### config.mk
export PLATFORM = sky130hd
export DESIGN_NAME = spike_event_framer
export DESIGN_NICKNAME = d
export VERILOG_FILES = /design/src/rtl/spike_pkg.sv /design/src/rtl/event_fifo.sv /design/src/rtl/spike_event_framer.sv
export SDC_FILE = /design/constraint.sdc
export NUM_CORES = 1
export LEC_CHECK = 0
export CAP_MARGIN = 20
export CORE_UTILIZATION = 61
export CTS_CLUSTER_SIZE = 16
export DETAILED_ROUTE_END_ITERATION = 8
export GPL_ROUTABILITY_DRIVEN = 1
export HOLD_SLACK_MARGIN = 0.08
export PLACE_DENSITY = 0.8
export SLEW_MARGIN = 10
export SYNTH_ARGS = -nofsm -noshare
export SYNTH_HDL_FRONTEND = slang
export SYNTH_SLANG_ARGS = --single-unit
### constraint.sdc
create_clock -name clk -period 8.65 [get_ports clk]
set_input_delay 1.73 -clock clk [delete_from_list [all_inputs] [get_ports clk]]
set_output_delay 1.73 -clock clk [all_outputs]
set_load 0.05 [all_outputs]
### src/rtl/spike_pkg.sv
// Shared types and constants for the spike detection chain.
package spike_pkg;

    localparam int SAMPLE_W = 16;
    localparam int LEN_W    = 8;
    localparam int TS_W_DEF = 32;

    typedef enum logic [1:0] {
        IDLE,
        ACTIVE,
        REFRACT
    } state_t;

    // Event record at the default timestamp width.
    typedef struct packed {
        logic [TS_W_DEF-1:0]        timestamp;
        logic signed [SAMPLE_W-1:0] peak;
        logic [LEN_W-1:0]           len;
    } spike_evt_t;

    // Unsigned magnitude, one bit wider so that -32768 maps to 32768.
    function automatic logic [SAMPLE_W:0] sample_mag(input logic [SAMPLE_W-1:0] s);
        logic [SAMPLE_W:0] ext;
        ext = {s[SAMPLE_W-1], s};
        return s[SAMPLE_W-1] ? (~ext + (SAMPLE_W+1)'(1)) : ext;
    endfunction

endpackage

### src/rtl/event_fifo.sv
// First-word-fall-through FIFO; head word is visible while not empty.
module event_fifo #(
    parameter int WIDTH = 8,
    parameter int DEPTH = 8
) (
    input  logic                     clk,
    input  logic                     rst,
    input  logic                     wr_en,
    input  logic [WIDTH-1:0]         wr_data,
    input  logic                     rd_en,
    output logic [WIDTH-1:0]         rd_data,
    output logic [$clog2(DEPTH):0]   count,
    output logic                     full,
    output logic                     empty
);

    localparam int AW = $clog2(DEPTH);

    logic [WIDTH-1:0] mem [DEPTH];
    logic [AW-1:0]    wr_ptr_reg;
    logic [AW-1:0]    rd_ptr_reg;
    logic [AW:0]      count_reg;
    logic             do_push;
    logic             do_pop;

    assign empty   = (count_reg == '0);
    assign full    = (count_reg == (AW+1)'(DEPTH));
    assign count   = count_reg;
    assign do_pop  = rd_en && !empty;
    // A pop in the same cycle frees the slot, so a full FIFO still accepts.
    assign do_push = wr_en && (!full || do_pop);

    // Storage array, no reset so it can map onto distributed/block memory.
    always_ff @(posedge clk) begin
        if (do_push) begin
            mem[wr_ptr_reg] <= wr_data;
        end
    end

    // Pointer and occupancy tracking.
    always_ff @(posedge clk or posedge rst) begin
        if (rst) begin
            wr_ptr_reg <= '0;
            rd_ptr_reg <= '0;
            count_reg  <= '0;
        end else begin
            if (do_push) begin
                wr_ptr_reg <= wr_ptr_reg + AW'(1);
            end
            if (do_pop) begin
                rd_ptr_reg <= rd_ptr_reg + AW'(1);
            end
            count_reg <= count_reg + (AW+1)'(do_push) - (AW+1)'(do_pop);
        end
    end

    // Head word is forced to zero when empty so stale entries never leak out.
    assign rd_data = empty ? '0 : mem[rd_ptr_reg];

endmodule

### src/rtl/spike_event_framer.sv
// Groups per-sample spike flags into events (onset, peak, length),
// applies a refractory window and queues events for readout.
module spike_event_framer
    import spike_pkg::*;
#(
    parameter int TS_W        = 32,
    parameter int ALIGN_DELAY = 4,
    parameter int MAX_LEN     = 64,
    parameter int REFRACTORY  = 16,
    parameter int FIFO_DEPTH  = 8
) (
    input  logic                clk,
    input  logic                rst,
    input  logic                sample_valid,
    input  logic [SAMPLE_W-1:0] sample_in,
    input  logic                spike_in,
    output logic                evt_valid,
    input  logic                evt_ready,
    output logic [TS_W-1:0]     evt_timestamp,
    output logic [SAMPLE_W-1:0] evt_peak,
    output logic [LEN_W-1:0]    evt_len,
    output logic [15:0]         drop_cnt,
    output logic                busy
);

    localparam int REF_W = (REFRACTORY > 0) ? $clog2(REFRACTORY + 1) : 1;
    localparam int CNT_W = $clog2(FIFO_DEPTH) + 1;

    typedef struct packed {
        logic [TS_W-1:0]     timestamp;
        logic [SAMPLE_W-1:0] peak;
        logic [LEN_W-1:0]    len;
    } evt_t;

    logic [SAMPLE_W-1:0] aligned;

    generate
        if (ALIGN_DELAY == 0) begin : g_no_delay
            assign aligned = sample_in;
        end else begin : g_delay
            logic [SAMPLE_W-1:0] dly_reg [ALIGN_DELAY];
            // Strobe-driven delay line matching the detector latency.
            always_ff @(posedge clk or posedge rst) begin
                if (rst) begin
                    for (int i = 0; i < ALIGN_DELAY; i++) begin
                        dly_reg[i] <= '0;
                    end
                end else if (sample_valid) begin
                    dly_reg[0] <= sample_in;
                    for (int i = 1; i < ALIGN_DELAY; i++) begin
                        dly_reg[i] <= dly_reg[i-1];
                    end
                end
            end
            assign aligned = dly_reg[ALIGN_DELAY-1];
        end
    endgenerate

    state_t              state_reg, state_next;
    logic [TS_W-1:0]     ts_cnt_reg;
    logic [TS_W-1:0]     ts_cap_reg, ts_cap_next;
    logic [SAMPLE_W-1:0] peak_reg, peak_next, peak_upd;
    logic [LEN_W-1:0]    len_reg, len_next;
    logic [REF_W-1:0]    refr_reg, refr_next;
    logic [15:0]         drop_cnt_reg;
    logic                busy_reg;
    logic                push;
    logic                pop;
    logic                accept;
    logic                fifo_full;
    logic                fifo_empty;
    logic [CNT_W-1:0]    unused_fifo_count;
    evt_t                wr_evt;
    evt_t                rd_evt;

    // Strictly greater magnitude replaces the peak, so ties keep the earlier sample.
    assign peak_upd = (sample_mag(aligned) > sample_mag(peak_reg)) ? aligned : peak_reg;

    // Next-state and event-close decode; everything holds without a strobe.
    always_comb begin
        state_next  = state_reg;
        ts_cap_next = ts_cap_reg;
        peak_next   = peak_reg;
        len_next    = len_reg;
        refr_next   = refr_reg;
        push        = 1'b0;
        if (sample_valid) begin
            case (state_reg)
                IDLE: begin
                    if (spike_in) begin
                        ts_cap_next = ts_cnt_reg;
                        peak_next   = aligned;
                        len_next    = LEN_W'(1);
                        state_next  = ACTIVE;
                    end
                end
                ACTIVE: begin
                    peak_next = peak_upd;
                    if (spike_in && (len_reg < LEN_W'(MAX_LEN))) begin
                        len_next = len_reg + LEN_W'(1);
                    end else begin
                        push       = 1'b1;
                        refr_next  = REF_W'(REFRACTORY);
                        state_next = (REFRACTORY == 0) ? IDLE : REFRACT;
                    end
                end
                REFRACT: begin
                    refr_next = refr_reg - REF_W'(1);
                    if (refr_reg == REF_W'(1)) begin
                        state_next = IDLE;
                    end
                end
                default: state_next = IDLE;
            endcase
        end
    end

    // The closing strobe's sample is folded into the pushed peak.
    assign wr_evt.timestamp = ts_cap_reg;
    assign wr_evt.peak      = peak_upd;
    assign wr_evt.len       = len_reg;

    assign pop    = evt_valid && evt_ready;
    assign accept = !fifo_full || pop;

    // State, capture registers, strobe counter and drop counter.
    always_ff @(posedge clk or posedge rst) begin
        if (rst) begin
            state_reg    <= IDLE;
            ts_cnt_reg   <= '0;
            ts_cap_reg   <= '0;
            peak_reg     <= '0;
            len_reg      <= '0;
            refr_reg     <= '0;
            drop_cnt_reg <= '0;
            busy_reg     <= 1'b0;
        end else begin
            state_reg  <= state_next;
            ts_cap_reg <= ts_cap_next;
            peak_reg   <= peak_next;
            len_reg    <= len_next;
            refr_reg   <= refr_next;
            busy_reg   <= (state_next != IDLE);
            if (sample_valid) begin
                ts_cnt_reg <= ts_cnt_reg + TS_W'(1);
            end
            if (push && !accept && (drop_cnt_reg != 16'hFFFF)) begin
                drop_cnt_reg <= drop_cnt_reg + 16'd1;
            end
        end
    end

    event_fifo #(
        .WIDTH ($bits(evt_t)),
        .DEPTH (FIFO_DEPTH)
    ) u_fifo (
        .clk     (clk),
        .rst     (rst),
        .wr_en   (push && accept),
        .wr_data (wr_evt),
        .rd_en   (pop),
        .rd_data (rd_evt),
        .count   (unused_fifo_count),
        .full    (fifo_full),
        .empty   (fifo_empty)
    );

    assign evt_valid     = !fifo_empty;
    assign evt_timestamp = rd_evt.timestamp;
    assign evt_peak      = rd_evt.peak;
    assign evt_len       = rd_evt.len;
    assign drop_cnt      = drop_cnt_reg;
    assign busy          = busy_reg;

endmodule

# Yosys cells after proc, flatten, opt, wreduce, memory -nomap -nowiden

Memories as Yosys holds them, arrays and structs flattened.
Cells that the tools add are included.

Bits in writable memories: 448
Flip-flop bits (word level): 186
Logic and storage cells: 80
Memories kept: 1
Output and inout bits: 74

$lt $le $gt $ge: 2
Mux-type cells: 21
Bitwise logic cells: 2
Eq/ne operators: 8
Reduce and logical (&&, ||, !) cells: 21
$add $sub $neg: 10

Memory list:

| memory     | depth | width | read ports | clocked after Yosys merged registers in | wr ports | RTL line         | text |
|---|---|---|---|---|---|---|---|
| u_fifo.mem | 8     | 56    | 1          | 0                                       | 1        | event_fifo.sv:19 | `logic [WIDTH-1:0] mem [DEPTH];` |

Operator list:

| kind                  | count |
|---|---|
| $mux 56               | 1 |
| $add 17x1->17 const B | 2 |
| $mux 17               | 2 |
| $not 17->17           | 2 |
| $add 32x1->32 const B | 1 |
| $mux 16               | 2 |
| $pmux 16 s2           | 1 |
| $gt 17x17->1          | 1 |
| $add 16x1->16 const B | 1 |
| $mux 8                | 2 |
| $ne 16x16->1 const B  | 1 |
| $pmux 8 s2            | 1 |
| $pmux 5 s2            | 1 |
| $reduce_and 3->1      | 3 |
| $add 8x1->8 const B   | 1 |
| $lt 8x7->1 const B    | 1 |
| $mux 2                | 4 |
| $logic_and 1x1->1     | 7 |
| $add 3x1->3 const B   | 2 |
| $ne 2x2->1 const B    | 3 |
| $pmux 2 s3            | 1 |
| $reduce_bool 2->1     | 3 |
| $eq 5x1->1 const B    | 1 |
| $mux 1                | 5 |
| 12 further kinds      | 15 |

# Depth between registers and ports, before layout

Gate-level depths: netlist of the first run.

Word-level depth: 9
Depth in mapped cells: 16
Mapped depth without buffers: 14

# Modules after synthesis

A second synthesis of the first run with hierarchy kept.

Cells, all modules: 1379
Area total of the unflattened synthesis: 25520.7 um^2

By module, submodules not included:

| module             | area each (um^2) | seq. area each (um^2) | cells an instance | instances |
|---|---|---|---|---|
| event_fifo         | 17301.6          | 13703.1               | 715               | 1 |
| spike_event_framer | 8219.1           | 4404.2                | 664               | 1 |

# Worst setup path before layout of the first run

No wires, ideal clock.

Path kind: input to register
From: in sample_valid
To: mem u_fifo.mem[2][0] in the netlist's numbering (enable)
Data required time: 8.100 ns
Setup slack: 1.371 ns
Arrival time: 6.728 ns
Setup time: 0.550 ns
Stages: 6
Path through: and2b_2 > o311a_1 > and2_1 > clkbuf_1 > nand2b_1 > nor3b_1

Cells in the longest elaborated chain, start to end: 5

Ends and longest elaborated chain:

| what                         | RTL line                  | text |
|---|---|---|
| start, declared              | spike_event_framer.sv:14  | `input logic sample_valid,` |
| $mux 1                       | spike_event_framer.sv:87  | `if (sample_valid) begin` |
| $logic_and 1x1->1            | spike_event_framer.sv:159 | `.wr_en (push && accept),` |
| $logic_and 1x1->1            | event_fifo.sv:31          | `assign do_push = wr_en && (!full \|\| do_pop);` |
| via u_fifo.do_push           | event_fifo.sv:23          | `logic do_push;` |
| $mux 1                       | event_fifo.sv:35          | `if (do_push) begin` |
| $mux 1 (not written as such) | event_fifo.sv:36          | `mem[wr_ptr_reg] <= wr_data;` |
| end, declared                | event_fifo.sv:19          |  |

The timed path passes the listed nets, and every way through them passes these cells.

# Worst setup path in the final report of the first run

From: reg u_fifo.rd_ptr_reg[0]
To: out evt_peak[9]

Cells in the longest elaborated chain, start to end: 2

Ends and longest elaborated chain:

| what                   | RTL line                 | text |
|---|---|---|
| start, declared        | event_fifo.sv:21         | `logic [AW-1:0] rd_ptr_reg;` |
| start signal, assigned | event_fifo.sv:51         | `rd_ptr_reg <= rd_ptr_reg + AW'(1);` |
| $mem_v2 8x56           | --                       |  |
| $mux 56                | event_fifo.sv:58         | `assign rd_data = empty ? '0 : mem[rd_ptr_reg];` |
| end, declared          | spike_event_framer.sv:20 | `output logic [SAMPLE_W-1:0] evt_peak,` |

Every way passes these cells.

==> flow_metrics.env, run 1 <==
export IMPL_outcome="finished, final reports clean"
export IMPL_io_pins=95
export IMPL_clkTransAtPathRegs_ns=0.06
export IMPL_clkSinkCount=634
export IMPL_clk_latency_ns=0.62
export IMPL_grt_antenna_before_repair=0
export IMPL_largest_register_ffs=448
export IMPL_dp_hpwl_microns=28100
export IMPL_layout_cells_non_filler=2166
export IMPL_drive_above_1_share=0.232
export IMPL_cp_slowest_cell="dfrtp_4"
export IMPL_ys_async_sr_fraction=0.293
export IMPL_synth_ff_type="edfxtp_1"
export IMPL_setup_tns_ns=0
export IMPL_fin_crit_ns=5.83
export IMPL_max_cap_viol_count=0
export IMPL_fmax_ghz=0.172
export IMPL_finalHoldViolCount=0
export IMPL_crit_fanout=48
export IMPL_slew_headroom=0.269
export IMPL_num_vias=13300
export IMPL_synth_cell_types=63
export IMPL_grt_pass1_vias=14100
export IMPL_drc=0
export IMPL_cts_root_buf="clkbuf_16"
export IMPL_slew_viol_final=0
export IMPL_peakVddDrop_uv=233
export IMPL_power_density_nw_per_um2=336
export IMPL_worst_pin_slew_ns=1.09
export IMPL_hold_start="g_delay.dly_reg[17]"
export IMPL_numCtsBuffers=60
export IMPL_cts_setup_buffers=0
export IMPL_power_leakage_uw=0.0111
export IMPL_overflow=0
export IMPL_synth_avg_cell_area_sq_um=17.7
export IMPL_cp_startpoint="u_fifo.rd_ptr_reg[0]"
export IMPL_die_x_microns=208
export IMPL_final_cell_mix="448 x edfxtp_1, 183 x dfrtp_1, 112 x mux4_2, 103 x mux2_2, 98 x nor2_1"
export IMPL_post_drt_wl_per_cell_microns=23.2
export IMPL_synthSimpleGateAreaFrac=0.0506
export IMPL_critPathKind="reg2out"
export IMPL_fillers=2574
export IMPL_placed_cells=2051
export IMPL_synth_top_family_by_area="multiplexers"
export IMPL_setup_violations=0
export IMPL_ys_seq_area_frac=0.699
export IMPL_synth_xor_area_frac=0.0287
export IMPL_final_nets=1630
export IMPL_cts_tree="yes"
export IMPL_first_pass_iters=5
export IMPL_synth_fa_ha_area_frac=0.0162
export IMPL_stdcell_area_sq_um=29500
export IMPL_ctsHtreeMaxLevel=2
export IMPL_pre_cts_ws_ns=3.34
export IMPL_cts_hold_buffers=0
export IMPL_synth_edff_count=448
export IMPL_crit_chain="buf_4, mux4_2, mux2i_1, nor2_1, clkdlybuf4s50_1"
export IMPL_area_delta_synth_final_pct=13.7
export IMPL_hp_class="reg2reg"
export IMPL_critPathMaxStageDelay_ns=1.08
export IMPL_ys_ff_latch=634
export IMPL_rows=75
export IMPL_r2r_start="peak_reg[4]"
export IMPL_core_area_sq_um=41900
export IMPL_ant_nets=0
export IMPL_synthMuxAreaShare=0.169
export IMPL_grt_max_degree=110
export IMPL_critPathCaptureType="primary output"
export IMPL_fin_crit_sh=0.674
export IMPL_reg2reg_slack_ns=3.85
export IMPL_cts_buffer_depth=3
export IMPL_final_common_cell="edfxtp_1"
export IMPL_finClkSkew_ns=0.0171
export IMPL_chipHeight_microns=208
export IMPL_portBuffers=94
export IMPL_cp_start_kind="flop"
export IMPL_syn_nets=1516
export IMPL_layout_setup_ws_ns=2.82
export IMPL_synth_compound_area_frac=0.0208
export IMPL_arrival_ns=4.10
export IMPL_initial_core_util=0.618
export IMPL_diodes=0
export IMPL_fp_dieArea_sq_um=43300
export IMPL_routed_wl_microns=50300
export IMPL_via_per_inst=6.16
export IMPL_yosysWarnings=0
export IMPL_rsz0062_at_grt="no"
export IMPL_synth_area_sq_um=25900
export IMPL_placed_area_sq_um=27500
export IMPL_finalWeightedCongestion=0.815
export IMPL_grt_pass1_wl_microns=79400
export IMPL_drt_iter0_drc=963
export IMPL_cts_resized_gates=0
export IMPL_grt_use_total=0.241
export IMPL_cp_required_ns=6.92
export IMPL_synth_cells=1462
==> cell type report <==
class / count / area, sq um / share of cell area
Timing Repair Buffer: 119 / 1140 / 0.0386
Inverter: 25 / 101 / 0.00344
Multi-Input combinational cell: 736 / 7470 / 0.254
Clock buffer: 81 / 1660 / 0.0562
Clock inverter: 32 / 302 / 0.0102
Sequential cell: 634 / 18100 / 0.615
Tap cell: 539 / 674 / 0.0229
==> where the power goes <==
| part | internal (uW) | switching, uW |
|---|---|---|
| clock network | 1490 | 1100 |
| logic | 1360 | 1860 |
| registers | 3660 | 413 |
==> cells by family (layout without fill, tap and decap cells) <==
kind of cell	count (synthesis)	in the layout
AO/OA/AOI/OAI	66	66
XOR/XNOR	85	85
other	2	2
flip-flops	634	634
multiplexers	282	282
AND/OR/NAND/NOR	268	268
buffers and inverters	92	257
adder cells (fa/ha/maj)	33	33
==> per-stage QoR <==
step	total power [uW]	hold WS, ns	utilization
floorplan	6430	0.436	-
global placement	7260	0.455	0.655
detailed placement	7360	0.469	0.655
CTS	9960	0.480	0.702
global route	10300	0.491	0.702
finish	9890	0.479	0.702
==> synth_stat cells (10+ instances only) <==
| master | number | area, sq um |
|---|---|---|
| buf_2 | 20 | 100 |
| o21ai_0 | 16 | 80.1 |
| edfxtp_1 | 448 | 13500 |
| nor2_1 | 101 | 379 |
| nand4_1 | 19 | 119 |
| inv_1 | 25 | 93.8 |
| nand2_1 | 53 | 199 |
| mux2i_1 | 59 | 591 |
| nand3_1 | 24 | 120 |
| mux4_2 | 112 | 2520 |
| dfrtp_1 | 186 | 4650 |
| xor2_1 | 35 | 307 |
| xnor2_1 | 50 | 438 |
| clkbuf_1 | 39 | 146 |
| mux2_2 | 103 | 1160 |
| ha_1 | 32 | 400 |
| a221o_1 | 10 | 100 |
==> worst max-delay path: cells and delay by family (launching register included) <==
family	cells	cell delay, ns
muxes	2	0.81
buffers and inverters	2	1.48
DFF	1	1.08
and+or+nand+nor	1	0.08
==> path summary, 6_finish.rpt <==
check	to	cells past startpoint
worst max-delay path	evt_peak[9]	5
worst min-delay path	aligned[1]	2
worst max register to register	u_fifo.mem[2][8]	10
worst min register to register	aligned[1]	2
max in group asynchronous	u_fifo.rd_ptr_reg[0]	4
min in group asynchronous	g_delay.dly_reg[51]	2
==> layer usage <==
layer	share of wire	track usage	routed length [microns]
met5	0	0	0
met4	0.021	0.0723	1070
met3	0.056	0.0352	2820
met2	0.51	0.410	25700
met1	0.41	0.326	20800
Note: power is estimated with default switching activity, not from simulation.
==> inputs of run 2 (changes only) <==
clock period = 5.5 ns   (was 8.65 ns; I/O delays follow)
==> flow_metrics.env, run 2 (synthesized netlist as in run 1, its figures left out) <==
export IMPL_final_cell_mix="448 x edfxtp_1, 183 x dfrtp_1, 112 x mux4_2, 103 x mux2_2, 98 x nor2_1"
export IMPL_ant_nets=0
export IMPL_outcome="finished, final reports clean"
export IMPL_slew_headroom=0.426
export IMPL_fin_crit_ns=4.63
export IMPL_final_nets=1635
export IMPL_grt_pass1_wl_microns=78200
export IMPL_worstPathBufferInverterCount=2
export IMPL_largest_register_ffs=448
export IMPL_cts_buffer_depth=3
export IMPL_clkTransAtPathRegs_ns=0.06
export IMPL_drc=0
export IMPL_post_drt_wl_per_cell_microns=22.8
export IMPL_wl_met2_microns=25300
export IMPL_final_common_cell="edfxtp_1"
export IMPL_num_vias=13200
export IMPL_wl_met1_microns=20700
export IMPL_first_pass_iters=6
export IMPL_rsz0062_at_grt="no"
export IMPL_die_x_microns=208
export IMPL_via_per_inst=6.08
export IMPL_critPathKind="reg2out"
export IMPL_fmax_ghz=0.216
export IMPL_diodes=0
export IMPL_power_leakage_uw=0.0111
export IMPL_grt_use_total=0.237
export IMPL_fp_dieArea_sq_um=43300
export IMPL_drt_iter0_drc=1012
export IMPL_grt_max_degree=89
export IMPL_reg2reg_slack_ns=1.38
export IMPL_clk_latency_ns=0.62
export IMPL_hp_class="reg2reg"
export IMPL_placed_cells=2058
export IMPL_finClkSkew_ns=0.0112
export IMPL_grt_antenna_before_repair=0
export IMPL_r2r_start="aligned[2]"
export IMPL_cts_hold_buffers=0
export IMPL_route_met3_wl_microns=2440
export IMPL_ctsHtreeMaxLevel=2
export IMPL_drive_above_1_share=0.232
export IMPL_cts_resized_gates=0
export IMPL_power_uw=15600
export IMPL_clkSinkCount=634
export IMPL_cts_root_buf="clkbuf_16"
export IMPL_cts_setup_buffers=0
export IMPL_cp_startpoint="u_fifo.rd_ptr_reg[0]"
export IMPL_max_cap_viol_count=0
export IMPL_arrival_ns=3.53
export IMPL_power_density_nw_per_um2=528
export IMPL_overflow=0
export IMPL_top_layer_used="met4"
export IMPL_cp_required_ns=4.40
export IMPL_core_area_sq_um=41900
export IMPL_numCtsBuffers=59
export IMPL_cp_start_kind="flop"
export IMPL_routed_wl_microns=49500
export IMPL_dp_hpwl_microns=28400
export IMPL_fin_crit_sh=0.841
export IMPL_hold_start="ts_cnt_reg[31]"
export IMPL_setup_violations=0
export IMPL_finalHoldViolCount=0
export IMPL_cp_slowest_cell="dfrtp_4"
export IMPL_portBuffers=94
export IMPL_critPathCaptureType="primary output"
export IMPL_setup_tns_ns=0
export IMPL_crit_chain="buf_12, mux4_2, mux2i_1, nor2_1, clkdlybuf4s50_1"
export IMPL_rows=75
export IMPL_chipHeight_microns=208
export IMPL_layout_cells_non_filler=2171
export IMPL_postLayoutCoreUtil=0.705
export IMPL_fillers=2542
export IMPL_critPathMaxStageDelay_ns=0.84
export IMPL_peakVddDrop_uv=306
export IMPL_initial_core_util=0.618
export IMPL_path_delay_family="buffers and inverters"
export IMPL_io_pins=95
export IMPL_grt_pass1_vias=13900
export IMPL_slew_viol_final=0
export IMPL_cts_tree="yes"
export IMPL_worst_pin_slew_ns=0.862
export IMPL_area_delta_synth_final_pct=14.1
export IMPL_crit_fanout=40
export IMPL_finalWeightedCongestion=0.810
[run 2: report_power, final]
group | internal [uW] | switching (uW)
Combinational | 2180 | 2960
Sequential | 5750 | 637
Clock | 2340 | 1740
[run 2: cell type report]
cell class	count	area, sq um	share of cell area
flip-flops and latches	634	18100	0.613
multi-input cells	736	7470	0.253
clock buffers	82	1650	0.0556
repair buffers	125	1240	0.0421
well taps	539	674	0.0228
clock inverters	30	317	0.0107
inverters	25	97.6	0.00330
[run 2: final timing paths]
check	to	cells after the start
worst min register to register	ts_cnt_reg[31]	1
worst max register to register	u_fifo.mem[0][8]	13
min in group asynchronous	drop_cnt[12]	2
worst max-delay path	evt_peak[15]	5
worst min-delay path	ts_cnt_reg[31]	1
max in group asynchronous	u_fifo.rd_ptr_reg[0]	3
[run 2: metrics by stage]
step	hold WS (ns)	setup WS, ns	area, sq um
after floorplan	0.436	-1.15	25900
after global placement	0.455	1.49	27600
after global routing	0.498	0.731	29600
after CTS	0.470	0.769	29600
after detailed placement	0.458	1.38	27600
final	0.468	0.874	29600
[run 2: per-layer routing]
metal / up-vias / track usage
met3: 79 / 0.0332
li1: 5873 / -
met2: 361 / 0.399
met5: - / 0
met4: 0 / 0.0725
met1: 6897 / 0.327
